`config.mk`:
```
export PLATFORM = sky130hd
export DESIGN_NAME = move_seq_serializer
export DESIGN_NICKNAME = d
export VERILOG_FILES = /design/src/rtl/move_seq_serializer.sv
export SDC_FILE = /design/constraint.sdc
export NUM_CORES = 1
export LEC_CHECK = 0
export ABC_AREA = 1
export CAP_MARGIN = 10
export CELL_PAD_IN_SITES_DETAIL_PLACEMENT = 0
export CELL_PAD_IN_SITES_GLOBAL_PLACEMENT = 1
export CORE_MARGIN = 2
export CORE_UTILIZATION = 39
export CTS_CLUSTER_SIZE = 20
export DETAILED_ROUTE_END_ITERATION = 12
export GPL_TIMING_DRIVEN = 1
export PLACE_DENSITY_LB_ADDON = 0.15
export SYNTH_ARGS = -nofsm -noshare
export SYNTH_HDL_FRONTEND = slang
export SYNTH_SLANG_ARGS = --single-unit
```
`constraint.sdc`:
```
create_clock -name clk -period 2.4 [get_ports clk]
set_clock_uncertainty 0.2 [all_clocks]
set_input_delay 0.48 -clock clk [delete_from_list [all_inputs] [get_ports clk]]
set_output_delay 0.48 -clock clk [all_outputs]
set_load 0.005 [all_outputs]
```
`src/rtl/move_seq_serializer.sv`:
```
// move_seq_serializer
//
// Takes one 8-bit block of four 2-bit moves per valid/ready handshake and
// streams the moves out one per cycle, move 0 (bits [1:0]) first. One block
// is held in the current register while a second can be prefetched, so
// back-to-back blocks stream with no bubble. The top two bits of the most
// recently accepted block are returned on restrected to steer the
// generator's next block.
//
// Build option: define MOVE_REPEAT_CHECK_EN to enable the sticky repeat
// detector on repeat_err. Without it, repeat_err is tied to 0.
//
// Ports:
//   clk         in   clock, rising edge
//   rst_n       in   asynchronous active-low reset
//   seq_in      in   [7:0] move block, move k = seq_in[2k+1:2k]
//   seq_valid   in   seq_in valid
//   seq_ready   out  block can be accepted (prefetch slot free)
//   restrected  out  [1:0] bits [7:6] of the last accepted block
//   move        out  [1:0] current move
//   move_valid  out  move is valid
//   move_ready  in   consumer accepts move
//   move_last   out  current move is move 3 of its block
//   blk_cnt     out  [CNT_W-1:0] blocks fully emitted (wrapping)
//   repeat_err  out  sticky: a transferred move equalled the previous one
//
// state    | meaning
// ---------+--------------------------------------------
// ST_EMPTY | nothing held, ready for a block
// ST_RUN   | current block emitting, prefetch slot free
// ST_FULL  | current block emitting, prefetch slot full

module move_seq_serializer #(
    parameter int CNT_W = 16
) (
    input  logic             clk,
    input  logic             rst_n,
    input  logic [7:0]       seq_in,
    input  logic             seq_valid,
    output logic             seq_ready,
    output logic [1:0]       restrected,
    output logic [1:0]       move,
    output logic             move_valid,
    input  logic             move_ready,
    output logic             move_last,
    output logic [CNT_W-1:0] blk_cnt,
    output logic             repeat_err
);

    typedef enum logic [1:0] {
        ST_EMPTY = 2'd0,
        ST_RUN   = 2'd1,
        ST_FULL  = 2'd2
    } state_t;

    state_t           r_state;
    state_t           w_state_nxt;

    logic [7:0]       r_cur;
    logic [7:0]       r_pf;
    logic [1:0]       r_idx;
    logic [1:0]       r_restrected;
    logic [CNT_W-1:0] r_blk_cnt;

    logic             w_cur_full;
    logic             w_pf_full;
    logic             w_accept;
    logic             w_xfer;
    logic             w_last_xfer;
    logic             w_load_cur_in;
    logic             w_load_cur_pf;
    logic             w_load_pf;

    // State register
    always_ff @(posedge clk or negedge rst_n) begin
        if (!rst_n) begin
            r_state <= ST_EMPTY;
        end else begin
            r_state <= w_state_nxt;
        end
    end

    // Next-state logic
    always_comb begin
        w_state_nxt = r_state;
        case (r_state)
            ST_EMPTY: begin
                if (w_accept) w_state_nxt = ST_RUN;
            end
            ST_RUN: begin
                if (w_last_xfer && !w_accept)      w_state_nxt = ST_EMPTY;
                else if (!w_last_xfer && w_accept) w_state_nxt = ST_FULL;
            end
            ST_FULL: begin
                if (w_last_xfer && !w_accept) w_state_nxt = ST_RUN;
            end
            default: w_state_nxt = ST_EMPTY;
        endcase
    end

    // Output / handshake decode; everything here depends on registered state only
    always_comb begin
        w_cur_full = (r_state == ST_RUN) || (r_state == ST_FULL);
        w_pf_full  = (r_state == ST_FULL);
        seq_ready  = !w_pf_full;
        move_valid = w_cur_full;
        move_last  = w_cur_full && (r_idx == 2'd3);
        case (r_idx)
            2'd0:    move = r_cur[1:0];
            2'd1:    move = r_cur[3:2];
            2'd2:    move = r_cur[5:4];
            default: move = r_cur[7:6];
        endcase
    end

    assign w_accept    = seq_valid && seq_ready;
    assign w_xfer      = move_valid && move_ready;
    assign w_last_xfer = w_xfer && (r_idx == 2'd3);

    // A fresh block bypasses the prefetch slot when the current register is
    // empty or is vacating this cycle with nothing waiting behind it.
    assign w_load_cur_in = w_accept && (!w_cur_full || (w_last_xfer && !w_pf_full));
    assign w_load_cur_pf = w_last_xfer && w_pf_full;
    assign w_load_pf     = w_accept && !w_load_cur_in;

    always_ff @(posedge clk or negedge rst_n) begin
        if (!rst_n) begin
            r_cur        <= 8'd0;
            r_pf         <= 8'd0;
            r_idx        <= 2'd0;
            r_restrected <= 2'd0;
            r_blk_cnt    <= '0;
        end else begin
            if (w_load_cur_pf) begin
                r_cur <= r_pf;
            end else if (w_load_cur_in) begin
                r_cur <= seq_in;
            end

            if (w_load_pf) begin
                r_pf <= seq_in;
            end

            if (w_load_cur_pf || w_load_cur_in) begin
                r_idx <= 2'd0;
            end else if (w_xfer) begin
                r_idx <= r_idx + 2'd1;
            end

            if (w_accept) begin
                r_restrected <= seq_in[7:6];
            end

            if (w_last_xfer) begin
                r_blk_cnt <= r_blk_cnt + CNT_W'(1);
            end
        end
    end

    assign restrected = r_restrected;
    assign blk_cnt    = r_blk_cnt;

`ifdef MOVE_REPEAT_CHECK_EN
    logic [1:0] r_prev_move;
    logic       r_has_prev;
    logic       r_repeat_err;

    always_ff @(posedge clk or negedge rst_n) begin
        if (!rst_n) begin
            r_prev_move  <= 2'd0;
            r_has_prev   <= 1'b0;
            r_repeat_err <= 1'b0;
        end else if (w_xfer) begin
            r_prev_move <= move;
            r_has_prev  <= 1'b1;
            if (r_has_prev && (move == r_prev_move)) begin
                r_repeat_err <= 1'b1;
            end
        end
    end

    assign repeat_err = r_repeat_err;
`else
    assign repeat_err = 1'b0;
`endif

endmodule

```
==> report_table.html <==
<table>
<tr><th>Metric</th><th>Value</th></tr>
<tr><th colspan="2">Synthesis</th></tr>
<tr><td>EDFF count, synth</td><td>0</td></tr>
<tr><td>Post-synth cell types</td><td>29</td></tr>
<tr><td>Synthesized area divided by synthesized cell count</td><td>between 8 and 9 um^2</td></tr>
<tr><td>Dominant synthesized flop cell</td><td>dfrtp_1</td></tr>
<tr><td>Register area share after synthesis</td><td>0.468</td></tr>
<tr><td>Number of instances in the synthesized netlist</td><td>approximately 240</td></tr>
<tr><td>Post-Synthesis Net Count</td><td>265</td></tr>
<tr><td>Share of flip-flops with an asynchronous set or reset</td><td>1.00</td></tr>
<tr><td>Post-synthesis register bit count</td><td>38</td></tr>
<tr><td>Netlist Area Pre-Place</td><td>2030 um^2</td></tr>
<tr><td>Warnings from Yosys</td><td>0</td></tr>
<tr><th colspan="2">Timing</th></tr>
<tr><td>Fin. Hold Viols</td><td>0</td></tr>
<tr><td>Number of pins with negative max-slew slack in the final report</td><td>0</td></tr>
<tr><td>RSZ-0062 raised after global routing</td><td>false</td></tr>
<tr><td>Peak Freq</td><td>~430 MHz</td></tr>
<tr><td>Slew of the pin with the lowest slew margin</td><td>roughly 0.54 ns</td></tr>
<tr><td>TNS Setup</td><td>0 ns</td></tr>
<tr><td>Worst relative slew slack</td><td>0.640</td></tr>
<tr><td>Final Setup Violations</td><td>0</td></tr>
<tr><td>Portion of the clock cycle consumed by the worst path in the final layout</td><td>0.963</td></tr>
<tr><td>Minimum clock period after layout</td><td>~2.3 ns</td></tr>
<tr><th colspan="2">Critical path</th></tr>
<tr><td>Worst-path fanout max</td><td>3</td></tr>
<tr><td>Reg2reg start</td><td>r_state[0]$_DFFE_PN0P_</td></tr>
<tr><td>Register-to-register path setup slack</td><td>roughly 0.30 ns</td></tr>
<tr><td>Slowest stage delay, CP</td><td>around 0.5 ns</td></tr>
<tr><td>Startpoint type of the worst setup path</td><td>flip-flop</td></tr>
<tr><td>Length in cells of the worst reg-to-reg path</td><td>10</td></tr>
<tr><td>Critical path, cell by cell</td><td>inv_2 -&gt; ha_4 -&gt; buf_4 -&gt; clkdlybuf4s50_1</td></tr>
<tr><td>Reg-to-reg endpoint</td><td>r_state[0]$_DFFE_PN0P_</td></tr>
<tr><td>Worst-path cell with the longest stage delay</td><td>clkdlybuf4s50_1</td></tr>
<tr><td>Critical Path RT</td><td>1.72 ns</td></tr>
<tr><td>Crit path arrival time</td><td>1.63 ns</td></tr>
<tr><td>Kind of end point of the critical path</td><td>output port</td></tr>
<tr><td>Critical path class</td><td>flip-flop to output port</td></tr>
<tr><td>Bufs and invs on worst path</td><td>3</td></tr>
<tr><td>Gate family responsible for the most delay along the worst path</td><td>buffers and inverters</td></tr>
<tr><th colspan="2">GRT</th></tr>
<tr><td>Via count of the first global-routing pass</td><td>between 1000 and 1500</td></tr>
<tr><td>Antenna violations before repair</td><td>0</td></tr>
<tr><td>Overall overflow remaining after global route</td><td>0</td></tr>
<tr><td>Total track usage</td><td>0.153</td></tr>
<tr><td>Largest net degree at the start of global routing</td><td>24</td></tr>
<tr><td>First-pass GRT wire length</td><td>roughly 7.2 mm</td></tr>
<tr><th colspan="2">Min path</th></tr>
<tr><td>Worst min path class</td><td>flip-flop to flip-flop</td></tr>
<tr><td>Number of cells traversed by the worst hold path</td><td>2</td></tr>
<tr><td>Sink of the worst hold path</td><td>r_cur[7]$_DFFE_PN0P_</td></tr>
<tr><td>Worst hold start</td><td>r_cur[7]$_DFFE_PN0P_</td></tr>
<tr><th colspan="2">Power and ir drop</th></tr>
<tr><td>Switching Share</td><td>0.345</td></tr>
<tr><td>Int Power</td><td>1.49 mW</td></tr>
<tr><td>Clock share of power</td><td>0.199</td></tr>
<tr><td>Register share of total power</td><td>0.408</td></tr>
<tr><td>Switching power</td><td>787 uW</td></tr>
<tr><td>Power Density</td><td>roughly 870 nW/um^2</td></tr>
<tr><td>Portion of total power attributed to combinational logic</td><td>0.393</td></tr>
<tr><td>Static leakage</td><td>between 1 and 1.5 nW</td></tr>
<tr><td>Max rail drop VDD</td><td>0.000410 V</td></tr>
<tr><th colspan="2">Placement</th></tr>
<tr><td>Total of buffers placed on input and output ports</td><td>34</td></tr>
<tr><td>Area after DPL</td><td>2460 um^2</td></tr>
<tr><td>Routability Congestion</td><td>0.790</td></tr>
<tr><td>HPWL reported at the end of detailed placement</td><td>around 3.1 mm</td></tr>
<tr><th colspan="2">CTS</th></tr>
<tr><td>H-Tree Depth</td><td>2</td></tr>
<tr><td>Total number of clock tree sinks</td><td>38</td></tr>
<tr><td>Cts bufs inserted</td><td>5</td></tr>
<tr><td>Longest Clk Path Bufs</td><td>2</td></tr>
<tr><td>Source-to-sink clock delay at the later pin of the worst-skew pair</td><td>roughly 0.29 ns</td></tr>
<tr><td>CTS clk-pin slew, worst paths</td><td>roughly 0.070 ns</td></tr>
<tr><td>TritonCTS clock tree</td><td>built</td></tr>
<tr><td>CTS Root Cell</td><td>clkbuf_8</td></tr>
<tr><th colspan="2">Drt</th></tr>
<tr><td>Total DRC errors in the routed layout</td><td>0</td></tr>
<tr><td>First drt pass iteration count</td><td>4</td></tr>
<tr><td>WL per Instance</td><td>roughly 11 um</td></tr>
<tr><td>Detail Route Antenna Nets</td><td>0</td></tr>
<tr><td>Met3 WL</td><td>roughly 110 um</td></tr>
<tr><td>Total wire length</td><td>4.06 mm</td></tr>
<tr><td>Iter 0 DRT Violations</td><td>between 100 and 150</td></tr>
<tr><td>Detailed-route vias per instance</td><td>roughly 4.4</td></tr>
<tr><td>Met1 layer wirelength in the final routing</td><td>around 2.2 mm</td></tr>
<tr><td>Detailed-route via count</td><td>about 1600</td></tr>
<tr><td>Met2 wirelength from detailed routing</td><td>around 1.7 mm</td></tr>
<tr><td>Top routing layer used</td><td>met4</td></tr>
<tr><th colspan="2">Die</th></tr>
<tr><td>Effective utilization at floorplan</td><td>0.401</td></tr>
<tr><td>Die Ht</td><td>approximately 76 um</td></tr>
<tr><td>Width of the die</td><td>roughly 76 um</td></tr>
<tr><td>Row count</td><td>26</td></tr>
<tr><td>Total core area</td><td>approximately 5100 um^2</td></tr>
<tr><td>Area of the die</td><td>5810 um^2</td></tr>
<tr><td>Total I/O pin count</td><td>36</td></tr>
<tr><th colspan="2">Layout</th></tr>
<tr><td>Nets@finish</td><td>roughly 320</td></tr>
<tr><td>Diode insertion count for antenna repair</td><td>0</td></tr>
<tr><td>Final Cell Area</td><td>2630 um^2</td></tr>
<tr><td>Area growth syn-to-layout</td><td>29.2%</td></tr>
<tr><td>Fraction of final layout cells with drive strength greater than 1</td><td>0.143</td></tr>
<tr><th colspan="2">Run status</th></tr>
<tr><td>Status</td><td>finished clean</td></tr>
<tr><th colspan="2">Run</th></tr>
<tr><td>Total of max-cap violations</td><td>0</td></tr>
</table>
[cell families after synthesis]
logic type | after synthesis | synth area share
buffers and inverters | 37 | 0.0868
and+or+nand+nor | 117 | 0.252
AOI/OAI and AO/OA | 26 | 0.0726
xor gates and xnor gates | 12 | 0.0517
other | 1 | 0.00184
DFF | 38 | 0.468
adders and majority gates | 11 | 0.0677
[synth_stat cells, types with 4 or more instances]
cell	n	area, um^2
nor2_1	14	52.6
o21ai_0	15	75.1
nand3_1	7	35.0
nand2_2	5	31.3
dfrtp_1	38	951
nand2_1	78	293
inv_1	29	109
ha_1	11	138
xnor2_1	4	35.0
xor2_1	8	70.1
[metrics by stage]
stage / util / hold slack, ns / power [mW] / worst slack (ns) / cells
4_1_cts: 0.515 / 0.278 / 2.29 / 0.0122 / 363
3_3_place_gp: 0.486 / 0.259 / 1.76 / 0.131 / 349
5_1_grt: 0.518 / 0.314 / 2.48 / 0.0125 / 364
2_1_floorplan: - / -0.0156 / 1.43 / 0.253 / 242
3_5_place_dp: 0.486 / 0.259 / 1.77 / 0.0943 / 349
6_report: 0.518 / 0.273 / 2.28 / 0.0900 / 364
[worst max path at each step]
stage / from / end / slack [ns] / cells after the start
floorplan: r_state[0]$_DFFE_PN0P_ / r_state[0]$_DFFE_PN0P_ / 0.25 / 10
global placement: move_ready / r_state[1]$_DFFE_PN0P_ / 0.13 / 8
detailed placement: move_ready / r_state[0]$_DFFE_PN0P_ / 0.09 / 8
CTS: r_state[1]$_DFFE_PN0P_ / move_last / 0.01 / 5
global route: r_state[1]$_DFFE_PN0P_ / move_valid / 0.01 / 4
finish: r_state[1]$_DFFE_PN0P_ / move_valid / 0.09 / 4
[cell usage in the layout, fill, tap and decap left out, drive strengths merged]
cell type,instances
clkdlybuf4s50,30
dfrtp,38
buf,15
xor2,8
clkbuf,7
xnor2,4
dlygate4sd2,2
a32oi,1
dlygate4sd3,1
inv,31
a22oi,1
nor2,17
nand3,9
a21oi,3
clkinv,2
conb,1
nand2,84
nor3,2
nand4,2
dlymetal6s2s,1
ha,11
nand3b,3
o21ai,21
[layout make-up]
type	count	area, um^2
clock inverter	1	5.00
timing repair buffer	49	450
clock buffer	7	86.3
sequential	38	951
fill	539	2450
tap	70	87.6
multi-input combinational	167	921
inverter	32	125
[layer usage]
metal | vias up | GRT usage
met1 | 726 | 0.219
met3 | 5 | 0.0320
met4 | 0 | 0.0491
li1 | 847 | -
met5 | - | 0
met2 | 27 | 0.232
[sequential cells by signal (all words and copies together) (netlist names)]
name and count:
r_idx 2, r_pf 8, restrected 2, blk_cnt 16, r_cur 8, r_state 2
[power groups by stage]
stage | Clock, mW | Combinational [mW] | Sequential, mW
floorplan | 0 | 0.501 | 0.929
global placement | 0 | 0.807 | 0.954
detailed placement | 0 | 0.819 | 0.952
CTS | 0.472 | 0.893 | 0.929
global route | 0.503 | 1.03 | 0.952
finish | 0.453 | 0.896 | 0.930
[worst register-to-register path: stages (launching register included)]
cell and delay (ns):
dfrtp_1 0.39, inv_1 0.12, ha_4 0.22, buf_4 0.14, nand2_2 0.10, nor2_4 0.05, ha_1 0.27, a22oi_1 0.16
o21ai_0 0.17, nand2_1 0.09, o21ai_0 0.08
[what timing repair did]
action                                  4_1_cts  5_1_grt
endpoints found under the hold margin        21        0
pin swaps                                     0        1
buffers inserted                              5        1
resized for setup                             3        3
hold buffers                                  1        0
endpoints found under the setup margin        4        3
No activity file was read; power rests on OpenSTA's default activity.
